**src/rtl/apb_slave_pkg.sv**
```systemverilog
// Shared types and the address decoder for the APB register slave.
package apb_slave_pkg;

  typedef enum logic [1:0] {IDLE, WAIT, DONE} state_e;

  localparam int unsigned REG_STRIDE = 4;
  // Index field is wide enough for up to 256 registers.
  localparam int unsigned IDX_W = 8;

  typedef struct packed {
    logic [IDX_W-1:0] idx;
    logic             err;
    logic             is_write;
  } decode_t;

  function automatic decode_t decode(input logic [63:0] addr, input logic write,
                                     input logic [63:0] base, input int unsigned num_regs);
    decode_t     d;
    logic [63:0] offset;
    logic [63:0] word;
    // Addresses below base wrap to a huge offset and land in the out-of-range check.
    offset     = addr - base;
    word       = offset / 64'(REG_STRIDE);
    d.idx      = word[IDX_W-1:0];
    d.is_write = write;
    d.err      = (offset % 64'(REG_STRIDE) != 64'd0) ||
                 (word >= 64'(num_regs)) ||
                 (write && (word == 64'(num_regs - 1)));
    return d;
  endfunction

endpackage

```
**src/rtl/apb_slave_regs_reg_file.sv**
```systemverilog
// Register storage: RW registers with write strobes, plus the RO transfer counter in the top slot.
module apb_reg_file
  import apb_slave_pkg::*;
#(
  parameter int unsigned DATA_W   = 32,
  parameter int unsigned NUM_REGS = 8
) (
  input  logic                       clk,
  input  logic                       rst_n,
  input  logic                       i_commit,
  input  logic [IDX_W-1:0]           i_idx,
  input  logic [DATA_W-1:0]          i_wdata,
  input  logic                       i_write,
  input  logic                       i_count,
  output logic [NUM_REGS*DATA_W-1:0] o_regs,
  output logic [NUM_REGS-1:0]        o_wr_pulse
);

  logic [DATA_W-1:0] r_count;

  for (genvar gi = 0; gi < NUM_REGS - 1; gi++) begin : g_rw
    logic              w_hit;
    logic [DATA_W-1:0] r_data;
    logic              r_pulse;

    assign w_hit = i_commit && i_write && (i_idx == IDX_W'(gi));

    always_ff @(posedge clk or negedge rst_n) begin
      if (!rst_n) begin
        r_data  <= '0;
        r_pulse <= 1'b0;
      end else begin
        r_pulse <= w_hit;
        if (w_hit) r_data <= i_wdata;
      end
    end

    assign o_regs[gi*DATA_W +: DATA_W] = r_data;
    assign o_wr_pulse[gi]              = r_pulse;
  end

  always_ff @(posedge clk or negedge rst_n) begin
    if (!rst_n) r_count <= '0;
    else if (i_count) r_count <= r_count + 1'b1;
  end

  assign o_regs[(NUM_REGS-1)*DATA_W +: DATA_W] = r_count;
  assign o_wr_pulse[NUM_REGS-1]                = 1'b0;

endmodule

```
**src/rtl/apb_slave_regs.sv**
```systemverilog
// APB3 completer with programmable wait states, PSLVERR on bad decode, and exported registers.
module apb_slave_regs
  import apb_slave_pkg::*;
#(
  parameter int unsigned      ADDR_W      = 32,
  parameter int unsigned      DATA_W      = 32,
  parameter int unsigned      NUM_REGS    = 8,
  parameter int unsigned      WAIT_STATES = 1,
  parameter logic [ADDR_W-1:0] BASE_ADDR  = '0
) (
  input  logic                       PCLK,
  input  logic                       PRESETn,
  input  logic                       PSEL,
  input  logic                       PENABLE,
  input  logic                       PWRITE,
  input  logic [ADDR_W-1:0]          PADDR,
  input  logic [DATA_W-1:0]          PWDATA,
  output logic [DATA_W-1:0]          PRDATA,
  output logic                       PREADY,
  output logic                       PSLVERR,
  output logic [NUM_REGS*DATA_W-1:0] regs_o,
  output logic [NUM_REGS-1:0]        wr_pulse_o
);

  state_e            r_state, r_state_next;
  logic [3:0]        r_cnt, r_cnt_next;
  decode_t           r_dec, r_dec_next;
  logic [DATA_W-1:0] r_wdata, r_wdata_next;
  logic [DATA_W-1:0] r_prdata, r_prdata_next;
  logic              r_pready, r_pready_next;
  logic              r_pslverr, r_pslverr_next;
  logic              w_commit;
  decode_t           w_dec;
  decode_t           w_rd_sel;
  logic [DATA_W-1:0] w_rd_data;
  logic [DATA_W-1:0] w_reg_arr [NUM_REGS];

  assign w_dec = decode(64'(PADDR), PWRITE, 64'(BASE_ADDR), NUM_REGS);

  for (genvar gi = 0; gi < NUM_REGS; gi++) begin : g_view
    assign w_reg_arr[gi] = regs_o[gi*DATA_W +: DATA_W];
  end

  // With zero wait states the read data is loaded on the setup edge, straight from the live decode.
  assign w_rd_sel = (r_state == IDLE) ? w_dec : r_dec;

  always_comb begin
    w_rd_data = '0;
    for (int unsigned i = 0; i < NUM_REGS; i++) begin
      if (!w_rd_sel.err && !w_rd_sel.is_write && (w_rd_sel.idx == IDX_W'(i))) w_rd_data = w_reg_arr[i];
    end
  end

  always_ff @(posedge PCLK or negedge PRESETn) begin
    if (!PRESETn) begin
      r_state   <= IDLE;
      r_cnt     <= '0;
      r_dec     <= '0;
      r_wdata   <= '0;
      r_prdata  <= '0;
      r_pready  <= 1'b0;
      r_pslverr <= 1'b0;
    end else begin
      r_state   <= r_state_next;
      r_cnt     <= r_cnt_next;
      r_dec     <= r_dec_next;
      r_wdata   <= r_wdata_next;
      r_prdata  <= r_prdata_next;
      r_pready  <= r_pready_next;
      r_pslverr <= r_pslverr_next;
    end
  end

  always_comb begin
    r_state_next   = r_state;
    r_cnt_next     = r_cnt;
    r_dec_next     = r_dec;
    r_wdata_next   = r_wdata;
    r_prdata_next  = r_prdata;
    r_pready_next  = r_pready;
    r_pslverr_next = r_pslverr;
    w_commit       = 1'b0;
    case (r_state)
      IDLE: begin
        if (PSEL && !PENABLE) begin
          r_dec_next   = w_dec;
          r_wdata_next = PWDATA;
          if (WAIT_STATES == 0) begin
            r_pready_next  = 1'b1;
            r_pslverr_next = w_dec.err;
            r_prdata_next  = w_rd_data;
            r_state_next   = DONE;
          end else begin
            r_cnt_next   = 4'(WAIT_STATES);
            r_state_next = WAIT;
          end
        end
      end
      WAIT: begin
        if (!PSEL) begin
          r_state_next = IDLE;
        end else begin
          r_cnt_next = r_cnt - 4'd1;
          if (r_cnt == 4'd1) begin
            r_pready_next  = 1'b1;
            r_pslverr_next = r_dec.err;
            r_prdata_next  = w_rd_data;
            r_state_next   = DONE;
          end
        end
      end
      DONE: begin
        if (!PSEL) begin
          r_pready_next  = 1'b0;
          r_pslverr_next = 1'b0;
          r_prdata_next  = '0;
          r_state_next   = IDLE;
        end else if (PENABLE && r_pready) begin
          w_commit       = !r_dec.err;
          r_pready_next  = 1'b0;
          r_pslverr_next = 1'b0;
          r_prdata_next  = '0;
          r_state_next   = IDLE;
        end
      end
      default: r_state_next = IDLE;
    endcase
  end

  apb_reg_file #(
    .DATA_W   (DATA_W),
    .NUM_REGS (NUM_REGS)
  ) u_reg_file (
    .clk        (PCLK),
    .rst_n      (PRESETn),
    .i_commit   (w_commit),
    .i_idx      (r_dec.idx),
    .i_wdata    (r_wdata),
    .i_write    (r_dec.is_write),
    .i_count    (w_commit),
    .o_regs     (regs_o),
    .o_wr_pulse (wr_pulse_o)
  );

  assign PRDATA  = r_prdata;
  assign PREADY  = r_pready;
  assign PSLVERR = r_pslverr;

endmodule

```
**config.mk**
```make
export PLATFORM = sky130hd
export DESIGN_NAME = apb_slave_regs
export DESIGN_NICKNAME = d
export VERILOG_FILES = /design/src/rtl/apb_slave_pkg.sv /design/src/rtl/apb_slave_regs_reg_file.sv /design/src/rtl/apb_slave_regs.sv
export SDC_FILE = /design/constraint.sdc
export NUM_CORES = 1
export LEC_CHECK = 0
export BUFFER_PORTS_ARGS = -buffer_cell sky130_fd_sc_hd__buf_2
export CORE_UTILIZATION = 55
export DETAILED_ROUTE_END_ITERATION = 7
export PLACE_DENSITY = 0.88
export SYNTH_ARGS = -nofsm -noshare
export SYNTH_HDL_FRONTEND = slang
export SYNTH_HIERARCHICAL = 1
export SYNTH_SLANG_ARGS = --single-unit
export TNS_END_PERCENT = 100
```
**constraint.sdc**
```tcl
create_clock -name PCLK -period 3.4 [get_ports PCLK]
set_input_delay 0.34 -clock PCLK [delete_from_list [all_inputs] [get_ports PCLK]]
set_output_delay 0.34 -clock PCLK [all_outputs]
set_load 0.1 [all_outputs]
```
==> qor.csv, run 1 <==
stage;metric;value;unit
status;status;complete, no violations;
drt;post_drt_wl_per_cell;26.51;um
final_layout;drive_above_1_share;45.90;%
yosys;synth_seq_cells;345;
pwr;power_switching;3707;uW
drt;vias;13910;
clock_network;root_buffer;clkbuf_16;
pwr;p_per_area;566.0;nW/um^2
setup_path;crit_fanout;51;
final_layout;nFillCells;2207;
drt;drt_iter0_drc;1815;
clock_network;clk_pin_slew;0.06;ns
drt;via_per_inst;6.670;
die;core_area;29640;um^2
clock_network;cts_buffers;37;
setup_path;crit_required;3.82;ns
timing;grt_setup_unrepaired;no;
setup_path;end_kind;flop;
global_routing;grt_max_degree;130;
drt;drt-pass1-iter-count;6;
global_routing;antenna_found_initial;1;
die;start_util;55.85;%
timing;worst_pin_slew;1.264;ns
die;dieArea;30800;um^2
setup_path;worstPathCellList;buf_4 -> or2_1 -> nand3b_4 -> and2_2 -> o221ai_1 -> and3_1 -> o31ai_2;
pwr;combinationalPowerShare;19.1;%
yosys;synth_nets;1410;
pwr;switching_share;32.83;%
clock_network;cts_tree;built;
timing;finalHoldViolations;0;
flow_run;maxCapViolCount;0;
yosys;ys_warn_count;6;
pwr;p_int;7584;uW
global_routing;grt_usage;35.55;%
yosys;avgSynthCellArea;12.37;um^2
yosys;yosysTopAreaCell;dfrtp_1;
yosys;syn_inst;1338;
timing;fin_crit_sh;93.47;%
yosys;synth-main-ff-cell;dfrtp_1;
setup_path;cpPeakStageDelay;0.86;ns
placement;dp_hpwl;37.32;mm
timing;drv_slew;0;
placement;gp_congestion;0.9614;
yosys;synthDistinctLibCells;68;
timing;setup_viol_count_final;0;
clock_network;ctsResizeCount;0;
setup_path;path_buf_inv;1;
setup_path;cp_top_family;simple AND/OR/NAND/NOR gates;
global_routing;grt.overflow.total;0;
timing;finClkSkew;0.02092;ns
die;num_rows;63;
yosys;synth-seq-area-share;52.15;%
final_layout;antennaDiodeCount;0;
die;die_w;175.5;um
drt;top_layer;met5;
pwr;ir_worst_vdd;364.1;uV
yosys;synth_area;16550;um^2
pwr;pwr-share-clk;36.2;%
setup_path;cp-start-kind;flop;
drt;met1_length;21.37;mm
yosys;synth.top_cells.by_area;dfrtp_1 52%, mux2_2 16%, o221ai_1 2.7%;
clock_network;clock_path_buffers;3;
pwr;total_power;11290;uW
drt;ant_nets;0;
global_routing;grt_pass1_vias;13620;
drt;wirelength;55.27;mm
timing;period_minus_slack;3.178;ns
yosys;synth_top_area_share;52.15;%
die;fp.dieH;175.5;um
timing;clock.fmax;314.7;MHz
yosys;async_flop_share;100.0;%
min_path;hold_class;input port to flop;
setup_path;critPathArrivalTime;3.60;ns
final_layout;nets;1741;
clock_network;clock_sinks;345;
clock_network;clkLatencyLatePin;0.52;ns
die;ios;367;
timing;slew_headroom;15.11;%
pwr;p_leak;0.01037;uW
placement;io_buffers;365;
yosys;synth-edff-count;0;
setup_path;setup.worst_path.class;flop to flop;
setup_path;crit_path_top_delay_cell;and2_2;
pwr;seqPwrFrac;44.7;%
clock_network;h-tree-depth;2;
drt;routed-wl-met3;5.756;mm
drt;drc_errors;0;
drt;routed-wl-met2;25.19;mm
global_routing;grt_pass1_wl;82.94;mm
final_layout;area_delta_synth_final;20.51;%
timing;fin_tns_setup;0;ns
## kinds of logic after synthesis
| family | Yosys count | share of synthesized area (%) |
|---|---|---|
| simple gates | 287 | 9.463 |
| buf+inv | 132 | 4.414 |
| compound gates | 270 | 13.16 |
| mux | 267 | 18.81 |
| flops | 345 | 52.15 |
| fa+ha+maj | 3 | 0.2268 |
| xor+xnor | 33 | 1.746 |
| other cells | 1 | 0.02265 |
## area by class of cell
type	count	area (um^2)	share of cell area, %
Multi-Input combinational cell	861	7266	36.42
Clock buffer	53	1076	5.394
Clock inverter	12	146.4	0.7339
Sequential cell	345	8633	43.28
Inverter	15	56.30	0.2823
Tap cell	390	488.0	2.446
Timing Repair Buffer	409	2282	11.44
## worst paths after layout
path	startpoint	slack, ns	end	cells after the start
max	r_state[1]$_DFFE_PN0P_	0.22	PRDATA[6]$_DFFE_PN0P_	7
min in group asynchronous	PRESETn	0.33	u_reg_file/g_rw[6].r_data[14]$_DFFE_PN0P_	2
max reg2reg	r_state[1]$_DFFE_PN0P_	0.22	PRDATA[6]$_DFFE_PN0P_	7
min	PWDATA[30]	0.05	r_wdata[30]$_DFFE_PN0P_	2
max in group asynchronous	PRESETn	2.00	u_reg_file/g_rw[0].r_data[26]$_DFFE_PN0P_	3
min reg2reg	PRDATA[31]$_DFFE_PN0P_	0.49	PRDATA[31]$_DFFE_PN0P_	2
## power groups by stage
stage | Combinational [uW] | Sequential [uW] | Clock (uW)
after floorplan | 1390 | 4860 | 0
after global placement | 2020 | 5030 | 0
after detailed placement | 2110 | 5070 | 0
after CTS | 2120 | 5010 | 4110
after global routing | 2300 | 5080 | 4270
final | 2160 | 5050 | 4080
## placed cells by master, fill, tap and decap left out, types with 6 or more instances in the layout
cell type  count
a211oi_1      31
a21o_1         7
a21oi_1       35
a221o_1       25
a32oi_1       31
and3_1        28
buf_12         9
buf_2        364
buf_4         34
clkbuf_1       7
clkbuf_16     37
clkbuf_8       9
clkinv_2       6
dfrtp_1      345
inv_1         15
mux2_1         6
mux2_2       231
mux2_4        29
nand2_1       52
nand3_1       16
nand4_1       33
nor2_1        49
nor3_1        38
nor4_1        25
o211ai_1       6
o21ai_0       31
o221ai_1      51
o31ai_2       22
o32a_1         6
xnor2_1       23
xor2_1        10
## through the flow
step / instances / worst slack [ns] / hold slack, ns / util, % / instance area [um^2]
after global routing: 2085 / 0.06325 / 0.04137 / 67.30 / 19950
after floorplan: 1338 / 0.07178 / 0.04441 / - / 16550
after CTS: 2085 / 0.3266 / 0.03494 / 67.30 / 19950
after detailed placement: 2019 / 0.3181 / 0.3167 / 63.15 / 18720
after global placement: 2019 / 0.4730 / 0.3146 / 63.15 / 18720
final: 2085 / 0.2219 / 0.04649 / 67.30 / 19950
## sequential cells by signal, indices dropped and copies added (netlist names), 2 cells and up
name                     cells
u_reg_file/g_rw.r_data     224
PRDATA                      32
r_wdata                     32
u_reg_file/r_count          32
r_dec                       10
u_reg_file/g_rw.r_pulse      7
r_cnt                        4
r_state                      2
## cells in the mapped netlist (6+ instances only)
cell type	n
a211oi_1	31
a21o_1	7
a21oi_1	35
a221o_1	25
a32oi_1	31
and3_1	28
buf_2	44
buf_4	19
buf_6	8
clkbuf_1	41
dfrtp_1	345
inv_1	15
mux2_1	6
mux2_2	231
mux2_4	29
nand2_1	53
nand3_1	16
nand4_1	33
nor2_1	50
nor3_1	39
nor4_1	26
o211ai_1	6
o21ai_0	31
o221ai_1	51
o31ai_2	22
o32a_1	6
xnor2_1	23
xor2_1	10
## worst reg2reg max path, cell delays in order, from the launching register on
cell and delay, ns:
dfrtp_1 0.54, buf_4 0.24, or2_1 0.44, nand3b_4 0.17, and2_2 0.86, o221ai_1 0.36
and3_1 0.28, o31ai_2 0.19
## timing repair
item                       in CTS  in global routing
hold endpoints to repair       59                  0
setup buffers                   0                  0
setup endpoints to repair       0                  0
hold buffers                    1                  0
## routing by layer
layer	up-vias	GRT usage, %
met2	976	54.51
met5	-	0
met1	6972	48.19
met3	200	7.316
met4	2	17.75
li1	5756	-
(Power assumes the default switching activity.)
==> inputs of run 2 (changes only) <==
--- a/config.mk
+++ b/config.mk
@@ -6,9 +6,9 @@
 export NUM_CORES = 1
 export LEC_CHECK = 0
 export BUFFER_PORTS_ARGS = -buffer_cell sky130_fd_sc_hd__buf_2
-export CORE_UTILIZATION = 55
+export CORE_UTILIZATION = 50
 export DETAILED_ROUTE_END_ITERATION = 7
-export PLACE_DENSITY = 0.88
+export PLACE_DENSITY = 0.81
 export SYNTH_ARGS = -nofsm -noshare
 export SYNTH_HDL_FRONTEND = slang
 export SYNTH_HIERARCHICAL = 1
==> qor.csv, run 2 (synthesis results as in run 1) <==
stage;metric;value;unit
timing;drv_slew;0;
setup_path;cp-start-kind;flop;
final_layout;largest_register_ffs;224;
pwr;ir_worst_vdd;361.6;uV
setup_path;end_kind;flop;
drt;wirelength;55.94;mm
die;fp.dieH;184.0;um
timing;grt_setup_unrepaired;no;
die;num_rows;66;
min_path;min_from;PWDATA[16];
final_layout;finish.utilization;61.67;%
clock_network;cts_tree;built;
min_path;hold_path_depth;2;
global_routing;grt_pass1_wl;83.24;mm
die;ios;367;
clock_network;h-tree-depth;2;
timing;fin_crit_sh;86.66;%
global_routing;grt_pass1_vias;13440;
pwr;power_switching;3753;uW
setup_path;crit_required;3.85;ns
pwr;combinationalPowerShare;19.2;%
setup_path;crit_fanout;14;
clock_network;cts_buffers;38;
drt;ant_nets;0;
final_layout;area_delta_synth_final;21.22;%
pwr;switching_share;32.85;%
pwr;seqPwrFrac;44.1;%
final_layout;nets;1743;
timing;clock.fmax;339.4;MHz
clock_network;clock_sinks;345;
die;dieArea;33840;um^2
final_layout;final_common_cell;buf_2;
timing;finClkSkew;0.007156;ns
global_routing;antenna_found_initial;1;
drt;post_drt_wl_per_cell;26.13;um
timing;worst_pin_slew;1.198;ns
timing;period_minus_slack;2.946;ns
clock_network;clk_pin_slew;0.06;ns
status;status;complete, no violations;
pwr;pwr-share-clk;36.6;%
setup_path;r2r_slack;0.45;ns
placement;dp_hpwl;37.87;mm
final_layout;largest_register;u_reg_file/g_rw.r_data;
min_path;min_to;r_wdata[16]$_DFFE_PN0P_;
flow_run;maxCapViolCount;0;
final_layout;drive_above_1_share;45.85;%
final_layout;nFillCells;2634;
drt;via_per_inst;6.401;
timing;fin_tns_setup;0;ns
setup_path;reg2reg_to;PRDATA[18]$_DFFE_PN0P_;
clock_network;clock_path_buffers;3;
pwr;p_leak;0.01038;uW
min_path;hold_class;input port to flop;
global_routing;grt_usage;32.71;%
die;start_util;50.88;%
placement;io_buffers;365;
setup_path;critPathArrivalTime;3.40;ns
clock_network;root_buffer;clkbuf_16;
die;die_w;184.0;um
timing;finalHoldViolations;0;
timing;slew_headroom;19.54;%
drt;drt-pass1-iter-count;5;
final_layout;final_cell_mix;364 x buf_2, 345 x dfrtp_1, 231 x mux2_2;
setup_path;setup.worst_path.class;flop to flop;
drt;vias;13700;
setup_path;regToRegStartpoint;r_state[1]$_DFFE_PN0P_;
timing;holdWs;0.04387;ns
global_routing;grt.overflow.total;0;
pwr;p_per_area;569.4;nW/um^2
final_layout;antennaDiodeCount;0;
global_routing;grt_max_degree;88;
clock_network;clkLatencyLatePin;0.53;ns
setup_path;worst-r2r-cell-count;6;
timing;setup_viol_count_final;0;
pwr;p_int;7673;uW
pwr;total_power;11430;uW
placement;gp_congestion;0.9429;
drt;drt_iter0_drc;1333;
die;core_area;32540;um^2
clock_network;post_cts_buffers;0;
drt;drc_errors;0;
[run 2: changes by cell type in the layout (fill, tap and decap cells not counted), sizes merged]
| cell | delta |
|---|---|
| buf | +1 |
| clkinv | -3 |
| clkinvlp | +4 |
| inv | -2 |
| clkbuf | +4 |
[run 2: worst max path at each step]
stage,depth (start not counted),start,end,slack [ns]
2_1_floorplan,8,PREADY$_DFFE_PN0P_,u_reg_file/g_rw[1].r_data[10]$_DFFE_PN0P_,0.07
3_3_place_gp,8,PSEL,u_reg_file/g_rw[1].r_data[7]$_DFFE_PN0P_,0.48
3_5_place_dp,7,PSEL,u_reg_file/g_rw[5].r_data[23]$_DFFE_PN0P_,0.50
4_1_cts,6,r_state[0]$_DFFE_PN0P_,u_reg_file/g_rw[5].r_data[23]$_DFFE_PN0P_,0.51
5_1_grt,6,r_state[1]$_DFFE_PN0P_,PRDATA[0]$_DFFE_PN0P_,0.18
6_report,6,r_state[1]$_DFFE_PN0P_,PRDATA[18]$_DFFE_PN0P_,0.45
[run 2: metrics by stage]
stage | instances | cell area [um^2] | setup WS [ns]
after global routing | 2141 | 20070 | 0.1842
after global placement | 2072 | 18790 | 0.4820
after floorplan | 1338 | 16550 | 0.07178
after CTS | 2141 | 20070 | 0.5060
final | 2141 | 20070 | 0.4536
after detailed placement | 2072 | 18790 | 0.5049
[run 2: metal layers]
metal,vias up,wire [um],track usage (%)
met3,200,5923,8.657
met1,6885,22320,44.32
met2,872,24710,48.23
met4,2,2971,16.83
li1,5745,-,-
met5,-,13,0
[run 2: final cells by class]
| cell class | instances | area (um^2) | share of cell area, % |
|---|---|---|---|
| flip-flops and latches | 345 | 8633 | 43.03 |
| multi-input cells | 861 | 7266 | 36.21 |
| repair buffers | 410 | 2290 | 11.41 |
| clock buffers | 57 | 1124 | 5.600 |
| well taps | 442 | 553.0 | 2.756 |
| clock inverters | 11 | 143.9 | 0.7171 |
| inverters | 15 | 56.30 | 0.2806 |
[run 2: power by group through the flow]
stage | Sequential, uW | Clock (uW) | Combinational [uW]
after floorplan | 4860 | 0 | 1390
after global placement | 5040 | 0 | 2090
after detailed placement | 5080 | 0 | 2150
after CTS | 5010 | 4240 | 2170
after global routing | 5080 | 4410 | 2350
final | 5040 | 4190 | 2200
[run 2: timing repair]
| item | 4_1_cts | 5_1_grt |
|---|---|---|
| gates resized for setup | 0 | 0 |
| hold buffers | 1 | 0 |
| endpoints found under the hold margin | 79 | 0 |
[run 2: worst max-delay path: stages, from the launching register on]
cell	delay, ns
dfrtp_1	0.40
buf_4	0.24
or2_1	0.55
a31oi_2	0.31
nor3_1	1.02
nand4_1	0.20
nand4_1	0.15
